**src/rtl/muldiv_unit.sv**
```systemverilog
// Iterative MIPS multiply/divide unit with HI/LO registers and a start/busy/done handshake.
// Optional macro MULDIV_EARLY_OUT_EN: multiply finishes as soon as the remaining multiplier bits are zero.
module muldiv_unit #(
  parameter int WIDTH = 32
) (
  input  logic             clk,
  input  logic             rst,
  input  logic             start,
  input  logic [5:0]       funct,
  input  logic [WIDTH-1:0] a,
  input  logic [WIDTH-1:0] b,
  output logic             busy,
  output logic             done,
  output logic [WIDTH-1:0] hi,
  output logic [WIDTH-1:0] lo
);

  localparam int CNT_W = $clog2(WIDTH) + 1;

  localparam logic [5:0] F_MULT  = 6'b011000;
  localparam logic [5:0] F_MULTU = 6'b011001;
  localparam logic [5:0] F_DIV   = 6'b011010;
  localparam logic [5:0] F_DIVU  = 6'b011011;
  localparam logic [5:0] F_MTHI  = 6'b010001;
  localparam logic [5:0] F_MTLO  = 6'b010011;

  typedef enum logic [1:0] {IDLE, RUN, FIX} state_t;

  state_t               state_q, state_d;
  logic [CNT_W-1:0]     cnt_q, cnt_d;
  logic [2*WIDTH-1:0]   acc_q, acc_d;
  logic [2*WIDTH-1:0]   mcand_q, mcand_d;
  logic [WIDTH-1:0]     mplier_q, mplier_d;
  logic                 is_div_q, is_div_d;
  logic                 neg_lo_q, neg_lo_d;
  logic                 neg_hi_q, neg_hi_d;
  logic [WIDTH-1:0]     hi_q, hi_d;
  logic [WIDTH-1:0]     lo_q, lo_d;
  logic                 done_q, done_d;

  logic                 op_signed;
  logic                 a_neg, b_neg;
  logic [WIDTH-1:0]     a_mag, b_mag;
  logic [WIDTH:0]       div_top, div_diff;
  logic                 div_keep;
  logic                 early_out;

  function automatic logic [WIDTH-1:0] magnitude(input logic [WIDTH-1:0] v, input logic is_signed);
    return (is_signed && v[WIDTH-1]) ? -v : v;
  endfunction

  function automatic logic [WIDTH-1:0] negate_w(input logic [WIDTH-1:0] v, input logic neg);
    return neg ? -v : v;
  endfunction

  function automatic logic [2*WIDTH-1:0] negate_2w(input logic [2*WIDTH-1:0] v, input logic neg);
    return neg ? -v : v;
  endfunction

`ifdef MULDIV_EARLY_OUT_EN
  assign early_out = !is_div_q && (mplier_q == '0);
`else
  assign early_out = 1'b0;
`endif

  // Restoring divide: acc holds {remainder, dividend-bits-becoming-quotient}
  assign div_top  = acc_q[2*WIDTH-1:WIDTH-1];
  assign div_diff = div_top - {1'b0, mcand_q[WIDTH-1:0]};
  assign div_keep = !div_diff[WIDTH];

  always_comb begin
    state_d   = state_q;
    cnt_d     = cnt_q;
    acc_d     = acc_q;
    mcand_d   = mcand_q;
    mplier_d  = mplier_q;
    is_div_d  = is_div_q;
    neg_lo_d  = neg_lo_q;
    neg_hi_d  = neg_hi_q;
    hi_d      = hi_q;
    lo_d      = lo_q;
    done_d    = 1'b0;
    op_signed = (funct == F_MULT) || (funct == F_DIV);
    a_neg     = op_signed && a[WIDTH-1];
    b_neg     = op_signed && b[WIDTH-1];
    a_mag     = magnitude(a, op_signed);
    b_mag     = magnitude(b, op_signed);

    case (state_q)
      IDLE: begin
        if (start) begin
          case (funct)
            F_MULT, F_MULTU: begin
              is_div_d = 1'b0;
              acc_d    = '0;
              mcand_d  = {{WIDTH{1'b0}}, a_mag};
              mplier_d = b_mag;
              neg_lo_d = a_neg ^ b_neg;
              neg_hi_d = 1'b0;
              cnt_d    = CNT_W'(WIDTH);
              state_d  = RUN;
            end
            F_DIV, F_DIVU: begin
              is_div_d = 1'b1;
              acc_d    = {{WIDTH{1'b0}}, a_mag};
              mcand_d  = {{WIDTH{1'b0}}, b_mag};
              mplier_d = '0;
              // Zero divisor: keep quotient all-ones and let the remainder restore to a
              neg_lo_d = (a_neg ^ b_neg) && (b != '0);
              neg_hi_d = a_neg;
              cnt_d    = CNT_W'(WIDTH);
              state_d  = RUN;
            end
            F_MTHI:  hi_d = a;
            F_MTLO:  lo_d = a;
            default: ;
          endcase
        end
      end

      RUN: begin
        if (early_out) begin
          state_d = FIX;
        end else begin
          cnt_d = cnt_q - CNT_W'(1);
          if (cnt_q == CNT_W'(1)) state_d = FIX;
          if (is_div_q) begin
            acc_d = {(div_keep ? div_diff[WIDTH-1:0] : div_top[WIDTH-1:0]),
                     acc_q[WIDTH-2:0], div_keep};
          end else begin
            if (mplier_q[0]) acc_d = acc_q + mcand_q;
            mcand_d  = mcand_q << 1;
            mplier_d = mplier_q >> 1;
          end
        end
      end

      FIX: begin
        if (is_div_q) begin
          lo_d = negate_w(acc_q[WIDTH-1:0], neg_lo_q);
          hi_d = negate_w(acc_q[2*WIDTH-1:WIDTH], neg_hi_q);
        end else begin
          {hi_d, lo_d} = negate_2w(acc_q, neg_lo_q);
        end
        done_d  = 1'b1;
        state_d = IDLE;
      end

      default: state_d = IDLE;
    endcase
  end

  always_ff @(posedge clk or posedge rst) begin
    if (rst) begin
      state_q  <= IDLE;
      cnt_q    <= '0;
      acc_q    <= '0;
      mcand_q  <= '0;
      mplier_q <= '0;
      is_div_q <= 1'b0;
      neg_lo_q <= 1'b0;
      neg_hi_q <= 1'b0;
      hi_q     <= '0;
      lo_q     <= '0;
      done_q   <= 1'b0;
    end else begin
      state_q  <= state_d;
      cnt_q    <= cnt_d;
      acc_q    <= acc_d;
      mcand_q  <= mcand_d;
      mplier_q <= mplier_d;
      is_div_q <= is_div_d;
      neg_lo_q <= neg_lo_d;
      neg_hi_q <= neg_hi_d;
      hi_q     <= hi_d;
      lo_q     <= lo_d;
      done_q   <= done_d;
    end
  end

  assign busy = (state_q != IDLE);
  assign done = done_q;
  assign hi   = hi_q;
  assign lo   = lo_q;

endmodule
```
**config.mk**
```make
export PLATFORM = sky130hd
export DESIGN_NAME = muldiv_unit
export DESIGN_NICKNAME = d
export VERILOG_FILES = /design/src/rtl/muldiv_unit.sv
export SDC_FILE = /design/constraint.sdc
export NUM_CORES = 1
export LEC_CHECK = 0
export CELL_PAD_IN_SITES_DETAIL_PLACEMENT = 1
export CELL_PAD_IN_SITES_GLOBAL_PLACEMENT = 1
export CORE_AREA = 3 3 210 212
export CTS_BUF_LIST = sky130_fd_sc_hd__clkbuf_16
export CTS_CLUSTER_DIAMETER = 60
export DETAILED_ROUTE_END_ITERATION = 8
export DIE_AREA = 0 0 213 215
export PLACE_DENSITY = 0.83
export SYNTH_ARGS = -nofsm -noshare
export SYNTH_HDL_FRONTEND = slang
export SYNTH_SLANG_ARGS = --single-unit
```
**constraint.sdc**
```tcl
create_clock -name clk -period 9.55 [get_ports clk]
set_input_delay 1.91 -clock clk [delete_from_list [all_inputs] [get_ports clk]]
set_output_delay 1.91 -clock clk [all_outputs]
set_load 0.01 [all_outputs]
```
# Word level (Yosys, flattened, before mapping)
# Index checks and enable logic that the tools add are counted.
[classes]
n_addsub = 8
n_eq_ne = 17
mux = 38
n_bitwise = 1
reduce_logical = 21
[ops]
columns = ["op", "n"]
rows = [
  ["one-hot mux 64 bit (2 select lines)", 4],
  ["two-way mux 32 bit", 13],
  ["two-way mux 64 bit", 6],
  ["one-hot mux 32 bit (2 select lines)", 4],
  ["negator 32 bit", 4],
  ["adder 64 bit", 1],
  ["negator 64 bit", 1],
  ["== test 6 x 5 -> 1 bit, second input constant", 6],
  ["subtractor 33 x 32 -> 33 bit", 1],
  ["nonzero test 32 bit", 1],
  ["AND reduction 3 bit", 5],
  ["two-way mux 6 bit", 2],
  ["one-hot mux 6 bit (2 select lines)", 1],
  ["inequality test 2 bit, second input constant", 4],
  ["AND reduction 4 bit", 2],
  ["nonzero test 2 bit", 4],
  ["== test 6 x 1 -> 1 bit, second input constant", 1],
  ["two-way mux 2 bit", 3],
  ["one-hot mux 1 bit (2 select lines)", 3],
  ["subtractor 6 x 1 -> 6 bit, second input constant", 1],
  ["inequality test 2 x 1 -> 1 bit, second input constant", 2],
  ["one-hot mux 2 bit (2 select lines)", 1],
  ["OR reduction 2 bit", 2],
  ["OR reduction 4 bit", 1],
  ["10 further kinds", 12],
]
[word_totals]
regBits = 236
input_bits = 73
out_inout_bits = 66
elab_cells = 96

# Logic depth before layout (Yosys ltp)
[depth]
depth_word = 7
mapped_depth = 14
depth_no_buf = 13

# Least setup slack after synthesis
# Ideal clock, no wire load.
[synth_timing]
path_type = "in2reg"
startpoint = "input b[12]"
endpoint = "register mcand_q[30]"
setup_time_ps = 129
arrival_time_ps = 4374
t_required_ps = 9421
slack_ps = 5048
stages = 9
n_path_buf = 0
path_cell_list = "or4_4 -> or4_4 -> or3_4 -> nand2b_4 -> or3_4 -> o31ai_4 -> xnor2_1 -> a221oi_1 -> a21oi_1"
[synth_via]
elab_chain_len = 5
[synth_rtl]
columns = ["item", "line", "text"]
rows = [
  ["start, declared", "11", "input logic [WIDTH-1:0] b,"],
  ["negator 32 bit", "49", "return (is_signed && v[WIDTH-1]) ? -v : v;"],
  ["two-way mux 32 bit", "49", ""],
  ["one-hot mux 64 bit (2 select lines)", "92", "case (funct)"],
  ["two-way mux 64 bit", "91", "if (start) begin"],
  ["one-hot mux 64 bit (2 select lines)", "89", "case (state_q)"],
  ["end signal, assigned", "170", "mcand_q <= mcand_d;"],
  ["end, declared", "32", "logic [2*WIDTH-1:0] mcand_q, mcand_d;"],
]
# No other way between the ends. The select of a mux whose other input is x is not followed.
# A chain may end at the register's enable or synchronous reset.

# Worst setup path after layout
[layout_timing]
startpoint = "input funct[4]"
endpoint = "register mcand_q[16]"
[layout_via]
elab_chain_len = 7
word_cells_on_any_way = 16
cone_classes = "eq/ne (5); mux (5); reduce/logical (6)"
[layout_rtl]
columns = ["item", "line", "text"]
rows = [
  ["start, declared", "9", "input logic [5:0] funct,"],
  ["== test 6 x 5 -> 1 bit", "83, 92", ""],
  ["logical OR 1 bit", "83", "op_signed = (funct == F_MULT) || (funct == F_DIV);"],
  ["logical AND 1 bit", "49", ""],
  ["two-way mux 32 bit", "49", ""],
  ["one-hot mux 64 bit (2 select lines)", "92", ""],
  ["two-way mux 64 bit", "91", ""],
  ["one-hot mux 64 bit (2 select lines)", "89", ""],
]
# Several ways; a longest one is shown, not always the timed one. The select of a mux whose other input is x is not followed.

==> results_tabular.tex <==
\begin{tabular}{lr}
\hline
Metric & Value \\
\hline
\multicolumn{2}{l}{\textbf{Clock tree}} \\
Root Buffer Master & sky130\_fd\_sc\_hd\_\_clkbuf\_16 \\
Number of H-tree branching levels & 2 \\
Post-CTS resize count & 0 \\
CTS tree & done \\
Clock-pin slew of the registers on the worst-case setup and hold paths & 0.05 ns \\
Number of sinks driven by the clock tree & 236 \\
Buffers inserted during post-CTS setup optimization & 0 \\
Quantity of hold-fixing buffers added after cts & 0 \\
CTS max path bufs & 3 \\
Number of buffers created by CTS & 35 \\
Clock latency on the worst-skew pair & 0.56 ns \\
\multicolumn{2}{l}{\textbf{Hold path}} \\
Class of the worst hold path & reg -> reg \\
Startpoint of the worst hold path & lo[6] \\
\multicolumn{2}{l}{\textbf{Global route}} \\
Overall overflow remaining after global route & 0 \\
Overall Global Routing Usage & 0.326 \\
Wire length of the first global-routing pass & 117000 microns \\
Via count of the first global-routing pass & 19600 \\
Initial antenna violation count & 0 \\
Pin count of the biggest net entering global routing & 80 \\
\multicolumn{2}{l}{\textbf{Placement}} \\
Half-perimeter wire length after detailed placement & 57500 microns \\
Buffers on Ports & 138 \\
RePlAce Congestion & 0.974 \\
\multicolumn{2}{l}{\textbf{Logic synthesis}} \\
Share of synthesized cell area in full adder, half adder and majority cells & 0.0684 \\
Synth Warn \# & 0 \\
Synthesized netlist net count & 2606 \\
Count of flip-flops with a built-in enable after synthesis & 0 \\
Yosys reg bits & 236 \\
Average cell area after synthesis & 7.84 sq um \\
Share of the synthesized area in compound gates (AO/OA/AOI/OAI) & 0.264 \\
Synthesized instance count & 2430 \\
Mux share of post-synthesis cell area & 0.0211 \\
Primary flip-flop cell chosen by synthesis mapping & sky130\_fd\_sc\_hd\_\_dfrtp\_1 \\
Synthesized-area fraction occupied by xor and xnor cells & 0.0932 \\
Share of the yosys chip area belonging to registers & 0.310 \\
Simple-Gate Fraction of Synth Area & 0.197 \\
Largest family of logic cells by synthesized area & compound AO/OA/AOI/OAI gates \\
Async set-reset flop share out of synthesis & 1.00 \\
Post-Synthesis Cell Area & 19100 sq um \\
Distinct cells, synth & 81 \\
\multicolumn{2}{l}{\textbf{STA}} \\
Final critical path time including I/O delays and setup & 5.00 ns \\
Relative slew slack & 0.238 \\
Count of final max-slew check failures & 0 \\
Setup Total Neg Slack & 0 ns \\
Clock Skews & 0.0371 ns \\
Fin. Hold Viols & 0 \\
Unrepaired setup endpoints after global routing & false \\
Slew at the pin closest to its max-slew limit & 1.14 ns \\
Highest Clock Rate & 0.200 GHz \\
Final setup vio count & 0 \\
Final worst path period share & 0.523 \\
\multicolumn{2}{l}{\textbf{Worst setup path}} \\
Max Fanout on Critical Path & 27 \\
Worst endpoint data arrival time & 5.39 ns \\
Critical path required time & 9.94 ns \\
Launching element type of the critical path & input pin \\
Endpoint of the worst register-to-register path & acc\_q[58] \\
Reg2Reg Setup Slack & 4.79 ns \\
Worst reg2reg path startpoint & acc\_q[0] \\
Start point of the critical path & funct[4] \\
Sort of element at the end of the critical path & flip-flop \\
Capturing element of the worst setup path & mcand\_q[16] \\
Number of cells on the worst reg-to-reg path & 12 \\
Start-to-end type of the worst setup path & in -> reg \\
\multicolumn{2}{l}{\textbf{Detailed routing}} \\
Via Count & 19500 \\
Detailed-router iteration count before antenna repair & 6 \\
Post-DR vias/cell & 6.40 \\
Average routed wire per standard cell & 24.9 microns \\
Aggregate routed wire length & 75900 microns \\
Count of antenna-violating nets left after detailed routing & 0 \\
Starting DRC count in detailed routing & 1818 \\
Number of remaining DRC errors & 0 \\
\multicolumn{2}{l}{\textbf{Finish}} \\
Sequential cell area & 5910 sq um \\
Layout area overhead & 14.7\% \\
Utilization after layout & 0.519 \\
Area of the multi-input gates & 12300 sq um \\
Number of inserted diodes & 0 \\
Share of cells above drive strength 1 & 0.0438 \\
Fill cell instance count of the final layout & 5107 \\
Post-layout net count & 2662 \\
\multicolumn{2}{l}{\textbf{Floorplan}} \\
Height of the chip & 215 microns \\
Area of the die & 45800 sq um \\
Row count & 75 \\
Area inside the core boundary & 42100 sq um \\
\# IOs & 139 \\
Initial core utilization & 0.452 \\
Die X & 213 microns \\
\multicolumn{2}{l}{\textbf{Pwr}} \\
Leak Pwr & 9.37 nW \\
Total net switching power & 0.00381 W \\
Cell internal pwr & 0.00386 W \\
Part of the power in combinational logic & 0.578 \\
Sequential group share of total power & 0.261 \\
Max VDD drop & 0.227 mV \\
Total power draw & 0.00767 W \\
Share of total power consumed by net switching & 0.497 \\
Clock power share & 0.161 \\
PD cells & 351 nW/um\^{}2 \\
\multicolumn{2}{l}{\textbf{Run status}} \\
Status & complete, no violations \\
\multicolumn{2}{l}{\textbf{Job}} \\
Total of max-cap violations & 0 \\
\hline
\end{tabular}
[worst max-delay path: stages]
cell and delay [ns]:
sky130_fd_sc_hd__clkdlybuf4s50_1 0.45, sky130_fd_sc_hd__nor3b_1 0.26, sky130_fd_sc_hd__and2_1 0.25, sky130_fd_sc_hd__nor2b_1 0.57
sky130_fd_sc_hd__nand2_1 0.69, sky130_fd_sc_hd__a21oi_1 0.37, sky130_fd_sc_hd__xnor2_1 0.30, sky130_fd_sc_hd__nand2_1 0.14
sky130_fd_sc_hd__and3_1 0.22, sky130_fd_sc_hd__a211oi_1 0.18, sky130_fd_sc_hd__a21oi_1 0.06
[layer usage]
metal	wire [microns]	vias up	GRT usage	part of all wire
met5	0	-	0	0
met4	3960	0	0.151	0.052
met3	6230	151	0.0656	0.082
met2	32400	781	0.480	0.43
met1	33300	9702	0.457	0.44
li1	-	8882	-	-
[synthesized netlist by cell type, drive strengths merged (31+ instances only)]
master	instances	area [sq um]
ha	101	1260
a21oi	230	1150
xnor2	103	902
a21o	43	323
o31ai	44	344
nor2	243	912
xor2	99	875
nor3	37	185
dfrtp	236	5910
a31oi	33	206
a22oi	31	233
mux2i	38	380
inv	77	289
o21ai	237	1190
clkbuf	131	512
nand2	308	1160
nand3	45	225
[logic make-up after synthesis]
kind of cell,Yosys count
flip-flops,236
multiplexers,40
AND/OR/NAND/NOR,815
XOR/XNOR,202
adder cells (fa/ha/maj),103
AO/OA/AOI/OAI,810
buffers and inverters,224
[final cells by class]
cell class / instances / share of cell area
Inverter: 77 / 0.0136
Tap cell: 539 / 0.0308
Timing Repair Buffer: 166 / 0.0728
Clock inverter: 25 / 0.00692
Sequential cell: 236 / 0.270
Multi-Input combinational cell: 1970 / 0.563
Clock buffer: 37 / 0.0424
[per-stage QoR]
stage	setup slack [ns]	hold slack, ns	area, sq um	std cells
after detailed placement	4.11	0.465	20800	2988
after global routing	4.19	0.486	21900	3050
after global placement	4.13	0.457	20800	2988
final	4.55	0.473	21900	3050
after CTS	4.61	0.477	21900	3050
after floorplan	1.17	0.440	19100	2430
[sequential cells by signal, indices dropped and copies added, names as in the netlist]
register / count
cnt_q: 6
mplier_q: 32
done: 1
state_q: 2
lo: 32
neg_hi_q: 1
hi: 32
neg_lo_q: 1
acc_q: 64
is_div_q: 1
mcand_q: 64
[power groups by stage]
stage	clock [W]	sequential, W	combinational, W
detailed placement	0	0.00199	0.00433
global route	0.00130	0.00204	0.00486
global placement	0	0.00196	0.00417
finish	0.00124	0.00200	0.00443
CTS	0.00125	0.00198	0.00437
floorplan	0	0.00179	0.00302
[how the worst min path moves through the flow]
| stage | to | slack (ns) | cells after the start |
|---|---|---|---|
| floorplan | mplier_q[0] | 0.44 | 2 |
| global placement | mplier_q[0] | 0.46 | 2 |
| detailed placement | lo[6] | 0.47 | 1 |
| CTS | lo[6] | 0.48 | 1 |
| global route | lo[6] | 0.49 | 1 |
| finish | lo[6] | 0.47 | 1 |
[placed cells by master (no fill, tap or decap), types with 14 or more instances in the layout]
master and n:
sky130_fd_sc_hd__a211oi_1 23, sky130_fd_sc_hd__a21o_1 43, sky130_fd_sc_hd__a21oi_1 230, sky130_fd_sc_hd__a221oi_1 18, sky130_fd_sc_hd__a22oi_1 31, sky130_fd_sc_hd__a31oi_1 33
sky130_fd_sc_hd__and3_1 19, sky130_fd_sc_hd__buf_4 28, sky130_fd_sc_hd__clkbuf_16 37, sky130_fd_sc_hd__clkdlybuf4s50_1 138, sky130_fd_sc_hd__dfrtp_1 235, sky130_fd_sc_hd__ha_1 101
sky130_fd_sc_hd__inv_1 85, sky130_fd_sc_hd__mux2i_1 38, sky130_fd_sc_hd__nand2_1 308, sky130_fd_sc_hd__nand2b_1 23, sky130_fd_sc_hd__nand3_1 45, sky130_fd_sc_hd__nand4_1 25
sky130_fd_sc_hd__nor2_1 240, sky130_fd_sc_hd__nor3_1 37, sky130_fd_sc_hd__nor4_1 15, sky130_fd_sc_hd__o211ai_1 14, sky130_fd_sc_hd__o21a_1 21, sky130_fd_sc_hd__o21ai_0 231
sky130_fd_sc_hd__o21bai_1 17, sky130_fd_sc_hd__o221ai_1 19, sky130_fd_sc_hd__o31ai_1 43, sky130_fd_sc_hd__o41ai_1 15, sky130_fd_sc_hd__xnor2_1 103, sky130_fd_sc_hd__xor2_1 98
No activity file was read; power rests on OpenSTA's default activity.
